$ cat src/rtl/pipeline_sequencer_if.sv
// Handshake bundle between the hazard/branch logic and the pipeline sequencer.
// The master drives the requests; the slave (the sequencer) drives the strobes and status.
interface pipeline_sequencer_if #(
  parameter int NUM_STAGES = 5
);
  logic                  mode;
  logic                  run;
  logic                  stall_req;
  logic                  flush_req;
  logic                  pc_wren;
  logic [NUM_STAGES-2:0] stage_wren;
  logic [NUM_STAGES-1:0] stage_valid;
  logic                  ram_wren;
  logic                  reg_wren;
  logic                  mode_q;
  logic                  busy;
  logic [31:0]           retired_count;
  logic [31:0]           stall_count;

  modport master (
    output mode, run, stall_req, flush_req,
    input  pc_wren, stage_wren, stage_valid, ram_wren, reg_wren,
           mode_q, busy, retired_count, stall_count
  );

  modport slave (
    input  mode, run, stall_req, flush_req,
    output pc_wren, stage_wren, stage_valid, ram_wren, reg_wren,
           mode_q, busy, retired_count, stall_count
  );
endinterface

$ cat src/rtl/pipeline_sequencer.sv
// Stage sequencer generating PC, pipeline-register, RAM and register-file write enables.
// Optional retirement/stall counters are built only when PIPELINE_SEQUENCER_PERF_EN is defined.
module pipeline_sequencer #(
  parameter int NUM_STAGES  = 5,
  parameter int RAM_STAGE   = 3,
  parameter int STALL_STAGE = 2,
  parameter int FLUSH_DEPTH = 3
) (
  input logic                clk,
  input logic                reset_n,
  pipeline_sequencer_if.slave bus
);
  localparam int TOK_W = (NUM_STAGES > 2) ? $clog2(NUM_STAGES) : 1;
  localparam logic [TOK_W-1:0] TOK_LAST = TOK_W'(NUM_STAGES - 1);

  logic [NUM_STAGES-1:1] v;
  logic [TOK_W-1:0]      tok;
  logic                  act;
  logic                  mode_q;

  logic [NUM_STAGES-1:0] chain;
  logic                  stall_app;
  logic                  pc_wren;
  logic [NUM_STAGES-2:0] stage_wren;
  logic [NUM_STAGES-1:0] stage_valid;
  logic                  ram_wren;
  logic                  reg_wren;
  logic                  busy;

  // A flush overrides a simultaneous stall; neither applies in sequential mode.
  assign stall_app = mode_q & bus.stall_req & ~bus.flush_req;
  assign chain     = {v, bus.run};
  assign busy      = |stage_valid;

  always_comb begin
    pc_wren     = 1'b0;
    stage_wren  = '0;
    stage_valid = '0;
    ram_wren    = 1'b0;
    reg_wren    = 1'b0;
    if (mode_q) begin
      stage_valid = chain;
      pc_wren     = bus.flush_req | (bus.run & ~bus.stall_req);
      stage_wren  = '1;
      if (stall_app) begin
        for (int i = 0; i < NUM_STAGES - 1; i++)
          if (i < STALL_STAGE - 1) stage_wren[i] = 1'b0;
      end
      ram_wren = v[RAM_STAGE];
      reg_wren = v[NUM_STAGES-1];
    end else if (act) begin
      for (int i = 0; i < NUM_STAGES; i++)
        if (tok == TOK_W'(i)) stage_valid[i] = 1'b1;
      for (int i = 0; i < NUM_STAGES - 1; i++)
        if (tok == TOK_W'(i)) stage_wren[i] = 1'b1;
      ram_wren = (tok == TOK_W'(RAM_STAGE));
      reg_wren = (tok == TOK_LAST);
      pc_wren  = (tok == TOK_LAST);
    end
  end

  always_ff @(posedge clk or negedge reset_n) begin
    if (!reset_n) begin
      v      <= '0;
      tok    <= '0;
      act    <= 1'b0;
      mode_q <= 1'b0;
    end else begin
      // Mode only changes once both the pipeline and the sequential token are idle.
      if (!busy && !act) mode_q <= bus.mode;
      if (!mode_q) begin
        if (act) begin
          if (tok == TOK_LAST) begin
            tok <= '0;
            act <= bus.run;
          end else begin
            tok <= tok + 1'b1;
          end
        end else if (bus.run && !bus.mode) begin
          act <= 1'b1;
          tok <= '0;
        end
      end else begin
        for (int i = 1; i < NUM_STAGES; i++) begin
          if (bus.flush_req && i < FLUSH_DEPTH)
            v[i] <= 1'b0;
          else if (stall_app && i < STALL_STAGE)
            v[i] <= v[i];
          else if (stall_app && i == STALL_STAGE)
            v[i] <= 1'b0;
          else
            v[i] <= chain[i-1];
        end
      end
    end
  end

`ifdef PIPELINE_SEQUENCER_PERF_EN
  logic [31:0] retired_cnt;
  logic [31:0] stall_cnt;

  always_ff @(posedge clk or negedge reset_n) begin
    if (!reset_n) begin
      retired_cnt <= '0;
      stall_cnt   <= '0;
    end else begin
      if (reg_wren)  retired_cnt <= retired_cnt + 32'd1;
      if (stall_app) stall_cnt   <= stall_cnt + 32'd1;
    end
  end

  assign bus.retired_count = retired_cnt;
  assign bus.stall_count   = stall_cnt;
`else
  assign bus.retired_count = '0;
  assign bus.stall_count   = '0;
`endif

  assign bus.pc_wren     = pc_wren;
  assign bus.stage_wren  = stage_wren;
  assign bus.stage_valid = stage_valid;
  assign bus.ram_wren    = ram_wren;
  assign bus.reg_wren    = reg_wren;
  assign bus.mode_q      = mode_q;
  assign bus.busy        = busy;
endmodule

$ cat src/flat_wrapper.sv
// flat-port wrapper written by rule: the top's interface ports become plain ports
module pipeline_sequencer_flat 
#(
  parameter int NUM_STAGES  = 5,
  parameter int RAM_STAGE   = 3,
  parameter int STALL_STAGE = 2,
  parameter int FLUSH_DEPTH = 3
)
  (clk, reset_n, bus_mode, bus_run, bus_stall_req, bus_flush_req, bus_pc_wren, bus_stage_wren, bus_stage_valid, bus_ram_wren, bus_reg_wren, bus_mode_q, bus_busy, bus_retired_count, bus_stall_count);
  pipeline_sequencer_if #(.NUM_STAGES(NUM_STAGES)) bus_i ();
  input logic clk;
  input logic reset_n;
  input wire logic [$bits(bus_i.mode)-1:0] bus_mode;
  input wire logic [$bits(bus_i.run)-1:0] bus_run;
  input wire logic [$bits(bus_i.stall_req)-1:0] bus_stall_req;
  input wire logic [$bits(bus_i.flush_req)-1:0] bus_flush_req;
  output wire logic [$bits(bus_i.pc_wren)-1:0] bus_pc_wren;
  output wire logic [$bits(bus_i.stage_wren)-1:0] bus_stage_wren;
  output wire logic [$bits(bus_i.stage_valid)-1:0] bus_stage_valid;
  output wire logic [$bits(bus_i.ram_wren)-1:0] bus_ram_wren;
  output wire logic [$bits(bus_i.reg_wren)-1:0] bus_reg_wren;
  output wire logic [$bits(bus_i.mode_q)-1:0] bus_mode_q;
  output wire logic [$bits(bus_i.busy)-1:0] bus_busy;
  output wire logic [$bits(bus_i.retired_count)-1:0] bus_retired_count;
  output wire logic [$bits(bus_i.stall_count)-1:0] bus_stall_count;
  assign bus_i.mode = bus_mode;
  assign bus_i.run = bus_run;
  assign bus_i.stall_req = bus_stall_req;
  assign bus_i.flush_req = bus_flush_req;
  assign bus_pc_wren = bus_i.pc_wren;
  assign bus_stage_wren = bus_i.stage_wren;
  assign bus_stage_valid = bus_i.stage_valid;
  assign bus_ram_wren = bus_i.ram_wren;
  assign bus_reg_wren = bus_i.reg_wren;
  assign bus_mode_q = bus_i.mode_q;
  assign bus_busy = bus_i.busy;
  assign bus_retired_count = bus_i.retired_count;
  assign bus_stall_count = bus_i.stall_count;
  pipeline_sequencer #(.NUM_STAGES(NUM_STAGES), .RAM_STAGE(RAM_STAGE), .STALL_STAGE(STALL_STAGE), .FLUSH_DEPTH(FLUSH_DEPTH)) u_core (.clk(clk), .reset_n(reset_n), .bus(bus_i));
endmodule
$ cat config.mk
export PLATFORM = sky130hd
export DESIGN_NAME = pipeline_sequencer_flat
export DESIGN_NICKNAME = d
export VERILOG_FILES = /design/src/rtl/pipeline_sequencer_if.sv /design/src/rtl/pipeline_sequencer.sv /design/src/flat_wrapper.sv
export SDC_FILE = /design/constraint.sdc
export NUM_CORES = 1
export LEC_CHECK = 0
export ABC_AREA = 1
export CORE_MARGIN = 4
export CORE_UTILIZATION = 37
export DETAILED_ROUTE_END_ITERATION = 6
export PLACE_DENSITY = 0.87
export SLEW_MARGIN = 20
export SYNTH_ARGS = -nofsm -noshare
export SYNTH_HDL_FRONTEND = slang
export SYNTH_SLANG_ARGS = --single-unit
export TNS_END_PERCENT = 10
$ cat constraint.sdc
create_clock -name clk -period 3.43 [get_ports clk]
set_input_delay 0.686 -clock clk [delete_from_list [all_inputs] [get_ports clk]]
set_output_delay 0.686 -clock clk [all_outputs]
set_load 0.005 [all_outputs]
==> impl_metrics.json, run 1 <==
{
  "yosys_register_bits": 9,
  "post_cts_buffers": 0,
  "fp.dieW_um": 62.7,
  "setup_viol": 0,
  "cp_top_family": "buffers and inverters",
  "ys_warn_count": 0,
  "grt_pass1_vias": 558,
  "synth-xor-area-share_pct": 0,
  "root_buffer": "clkbuf_4",
  "drt_first_pass_iters": 4,
  "ctsHoldBuffers": 0,
  "cts_tree": "done",
  "cp-start-kind": "input pin",
  "dpl.hpwl_mm": 1.55,
  "grt_pass1_wl_mm": 2.36,
  "avgSynthCellArea_um2": 7.65,
  "ir_worst_vdd_v": 0.000386,
  "critPathRequiredTime_ns": 2.74,
  "met1_usage_pct": 9.15,
  "path_clk_slew_ns": 0.06,
  "finalMaxSlewViolations": 0,
  "yosysTopAreaCellShare_pct": 44.7,
  "cts_sinks": 9,
  "grt_most_used_layer": "met2",
  "h-tree-depth": 1,
  "status": "finished clean",
  "fin_crit_ns": 2.81,
  "pre_cts_ws_ns": 0.639,
  "grtUsageTotal_pct": 7.74,
  "drv_cap": 0,
  "dp_cells": 191,
  "die_y_um": 62.7,
  "synth_common_cells": "buf_4 (66), nand2_1 (23), inv_1 (10), dfrtp_1 (9)",
  "synth-adder-area-share_pct": 5.64,
  "worstSetupEndpointType": "output port",
  "worst-path-buf-inv": 2,
  "synth_cell_types": 22,
  "synth_compound_area_share_pct": 5.53,
  "wirelength_mm": 1.77,
  "wire_per_inst_um": 9.06,
  "antenna-diode-count": 0,
  "layout.cells.non_filler": 195,
  "clock.fmax_ghz": 0.356,
  "drt_drc_violations_left": 0,
  "port_buffers": 19,
  "synth_top_family_by_area": "buffers and inverters",
  "min_period_over_period_pct": 81.9,
  "io_pins": 84,
  "synthCells": 145,
  "ys.flop_type": "dfrtp_1",
  "antenna_found_initial": 0,
  "fin_nets": 176,
  "worstHoldPathType": "reg -> reg",
  "overflow": 0,
  "yosysTopAreaCell": "buf_4",
  "initial_core_util_pct": 39.5,
  "worstSetupPathType": "in -> out",
  "synthTopCellsByArea": "buf_4 (45%), dfrtp_1 (20%), nand2_1 (7.8%), ha_1 (5.6%), inv_1 (3.4%)",
  "area_growth_pct": -1.35,
  "synth_edf_count": 0,
  "rsz0062_at_grt": "no",
  "total_leakage_power_nw": 0.626,
  "skew_ns": 0.00208,
  "via_per_inst": 3.78,
  "power_density_mw_per_mm2": 786,
  "grt_use_met3_pct": 1.80,
  "setup_ws_ns": 0.619,
  "clk_latency_ns": 0.26,
  "cts_resized": 0,
  "dieArea_mm2": 0.00394,
  "yosys.area_share.simple_pct": 18.4,
  "drt_iter0_markers": 17,
  "hold_viol": 0,
  "cts_buffer_depth": 2,
  "cts_made_buffers": 3,
  "grt_max_degree": 14,
  "grtUsageMet2_pct": 11.7,
  "place.gp.congestion": 0.807,
  "slowest_delay_ns": 0.53,
  "worstPathArrival_ns": 2.12,
  "synth_most_common_cell": "buf_4",
  "rows": 19,
  "ys_seq_area_share_pct": 20.3,
  "crit_slowest_cell": "clkdlybuf4s50_1",
  "muxShareOfSynthArea_pct": 0,
  "rrSetupSlack_ns": 1.95,
  "nFillCells": 291,
  "core_mm2": 0.00281,
  "setup_tns_ns": 0,
  "dr_total_vias": 737,
  "postRouteAntennaNets": 0,
  "crit_fanout": 4,
  "drive_gt1_share_pct": 9.15,
  "synth_area_mm2": 0.00111,
  "crit_path_cell_trace": "clkdlybuf4s50_1, o21ai_0, o21ai_0, clkdlybuf4s50_1",
  "async_flop_share_pct": 100
}
cells in the final DEF, fill, tap and decap left out, drive strengths merged:
cell type and count:
clkdlybuf4s50 19, ha 5, a21oi 1, o21a 1, clkbuf 4, nand3 4, nand3b 1, nand4 2
nand2 27, o31ai 2, dfrtp 9, conb 64, o32ai 1, nor3 1, nor2 6, inv 12
o21ai 5
flip-flops by register name, indices dropped and copies added (netlist names):
register and cells:
u_core.act 1, u_core.tok 3, u_core.v 4, u_core.bus.mode_q 1
cell families after synthesis:
| family | count (synthesis) |
|---|---|
| AND/OR/NAND/NOR | 41 |
| other | 1 |
| flip-flops | 9 |
| AO/OA/AOI/OAI | 10 |
| buffers and inverters | 79 |
| adder cells (fa/ha/maj) | 5 |
power breakdown:
group / leakage [nW] / switching, W / internal [W]
logic: 0.498 / 0.000289 / 0.000287
registers: 0.113 / 0.0000491 / 0.000153
clock network: 0.0150 / 0.0000362 / 0.0000448
final cells by class:
type	count	area, µm²	share of cell area [%]
Multi-Input combinational cell	120	568	51.9
Timing Repair Buffer	19	190	17.4
Tap cell	31	38.8	3.55
Inverter	12	45.0	4.12
Clock buffer	4	26.3	2.40
Sequential cell	9	225	20.6
metal layers:
layer | wire (µm) | part of all wire, %
met1 | 728 | 41
met2 | 798 | 45
met3 | 214 | 12
met4 | 27 | 1.5
met5 | 0 | 0
worst reg2reg max path, delay by kind of cell, from the launching register on:
family                     cells  cell delay, ns
and+or+nand+nor                8            0.60
DFF                            1            0.40
adders and majority gates      2            0.38
per-stage QoR:
step	utilization, %	total power, W	area, µm²	hold WS, ns
after detailed placement	38.0	0.000781	1070	0.469
after global routing	39.0	0.000941	1090	0.514
final	39.0	0.000860	1090	0.477
after CTS	39.0	0.000867	1090	0.483
after floorplan	-	0.000588	1350	0.390
after global placement	38.0	0.000766	1070	0.464
final timing paths:
kind	end	cells after the start	startpoint
max	bus_pc_wren	4	bus_flush_req
min	u_core.v[4]	1	u_core.v[4]
max reg2reg	u_core.bus.mode_q	10	u_core.tok[0]
min reg2reg	u_core.v[4]	1	u_core.v[4]
max in group asynchronous	u_core.act	1	reset_n
min in group asynchronous	u_core.v[1]	1	reset_n
Power figures use the tool's default switching activity.
==> run 2, diff against run 1 <==
- CORE_UTILIZATION: 37 -> 31
- PLACE_DENSITY: 0.87 -> 0.78
- clock period: 3.43 -> 2.3 ns (I/O delays scaled with it)
==> impl_metrics.json, run 2 (synthesis results as in run 1) <==
{
  "drt_first_pass_iters": 3,
  "initial_core_util_pct": 32.7,
  "area_growth_pct": 4.85,
  "cts_buffer_depth": 2,
  "grt_pass1_wl_mm": 2.71,
  "drv_cap": 0,
  "critPathRequiredTime_ns": 1.84,
  "worstSetupPathType": "reg -> out",
  "cp-start-kind": "flip-flop",
  "met1_usage_pct": 9.38,
  "regArea_um2": 226,
  "grtUsageTotal_pct": 8.18,
  "drt_drc_violations_left": 0,
  "min_period_over_period_pct": 98.0,
  "multi_input_area_um2": 573,
  "setup_viol": 0,
  "worstPathArrival_ns": 1.79,
  "largest_reg_flops": 4,
  "ctsHoldBuffers": 0,
  "worstHoldPathType": "in -> async",
  "status": "finished clean",
  "crit_fanout": 4,
  "root_buffer": "clkbuf_4",
  "fin_total_pwr_w": 0.00132,
  "finalMaxSlewViolations": 0,
  "rows": 21,
  "layout_common_cells": "conb_1 (64), nand2_1 (22), clkdlybuf4s50_1 (15)",
  "nFillCells": 368,
  "largest-register": "u_core.v",
  "grt_use_met3_pct": 2.33,
  "h-tree-depth": 1,
  "cts_sinks": 9,
  "fin_crit_ns": 2.25,
  "core_mm2": 0.00339,
  "dpl.hpwl_mm": 1.67,
  "fin_nets": 181,
  "power_density_mw_per_mm2": 1140,
  "grt_most_used_layer": "met2",
  "place.gp.congestion": 0.788,
  "via_per_inst": 3.53,
  "wirelength_mm": 1.95,
  "port_buffers": 19,
  "overflow": 0,
  "drt_iter0_markers": 12,
  "path_clk_slew_ns": 0.06,
  "grt_max_degree": 14,
  "cts_tree": "done",
  "dieArea_mm2": 0.00460,
  "pre_cts_ws_ns": 0.0155,
  "worstSetupEndpointType": "output port",
  "worst_hold_slack_ns": 0.484,
  "antenna_found_initial": 0,
  "wire_per_inst_um": 9.07,
  "clk_latency_ns": 0.27,
  "die_y_um": 67.8,
  "skew_ns": 0.00462,
  "setup_ws_ns": 0.0470,
  "final_common_cell": "conb_1",
  "design_area_mm2": 0.00116,
  "cts_made_buffers": 3,
  "drive_gt1_share_pct": 15.4,
  "hold_viol": 0,
  "top_regs": "u_core.v (4), u_core.tok (3)",
  "dr_total_vias": 758,
  "grtUsageMet2_pct": 12.5,
  "antenna-diode-count": 0,
  "ir_worst_vdd_v": 0.000463,
  "clock.fmax_ghz": 0.444,
  "fp.dieW_um": 67.8,
  "rsz0062_at_grt": "yes",
  "postRouteAntennaNets": 0,
  "final_util_pct": 34.3,
  "place_area_mm2": 0.00112,
  "total_leakage_power_nw": 0.686,
  "grt_pass1_vias": 619,
  "io_pins": 84
}
[run 2: repair_timing]
action | CTS | global route
endpoints found under the setup margin | 8 | 8
resized for setup | 3 | 7
buffers inserted | 1 | 0
[run 2: cell type report]
type,instances,share of cell area [%]
well taps,46,4.95
inverters,12,3.88
clock buffers,4,2.26
flip-flops and latches,9,19.5
multi-input cells,120,49.3
repair buffers,24,20.1
[run 2: path summary, 6_finish.rpt]
path | startpoint | to | cells after the start | slack [ns]
worst max-delay path | u_core.tok[0] | bus_stage_valid[4] | 7 | 0.05
worst min-delay path | reset_n | u_core.tok[0] | 1 | 0.48
worst max register to register | u_core.tok[0] | u_core.bus.mode_q | 10 | 0.84
worst min register to register | u_core.v[2] | u_core.v[2] | 2 | 0.49
max in group asynchronous | reset_n | u_core.bus.mode_q | 1 | 1.49
min in group clk | u_core.v[2] | u_core.v[2] | 2 | 0.49
[run 2: routing by layer]
| layer | part of all wire (%) | vias to the layer above |
|---|---|---|
| li1 | - | 365 |
| met1 | 36 | 339 |
| met2 | 48 | 49 |
| met3 | 13 | 5 |
| met4 | 2.9 | 0 |
| met5 | 0 | - |
[run 2: report_power, final]
part	internal (W)	switching [W]	leakage [nW]	total [W]
combinational	0.000451	0.000436	0.559	0.000887
sequential	0.000230	0.0000792	0.111	0.000309
clock	0.0000672	0.0000608	0.0150	0.000128
[run 2: worst max-delay path, stage by stage, from the launching register on]
cell,delay (ns)
dfrtp_1,0.41
inv_2,0.09
ha_2,0.18
nand2_1,0.09
inv_2,0.08
nand2_2,0.09
nand2_2,0.08
clkdlybuf4s50_1,0.50
[run 2: per-stage QoR]
step	TNS (ns)	instances
after global routing	-0.196	215
after global placement	0	210
after detailed placement	0	210
after floorplan	0	208
final	0	215
after CTS	-0.100	215
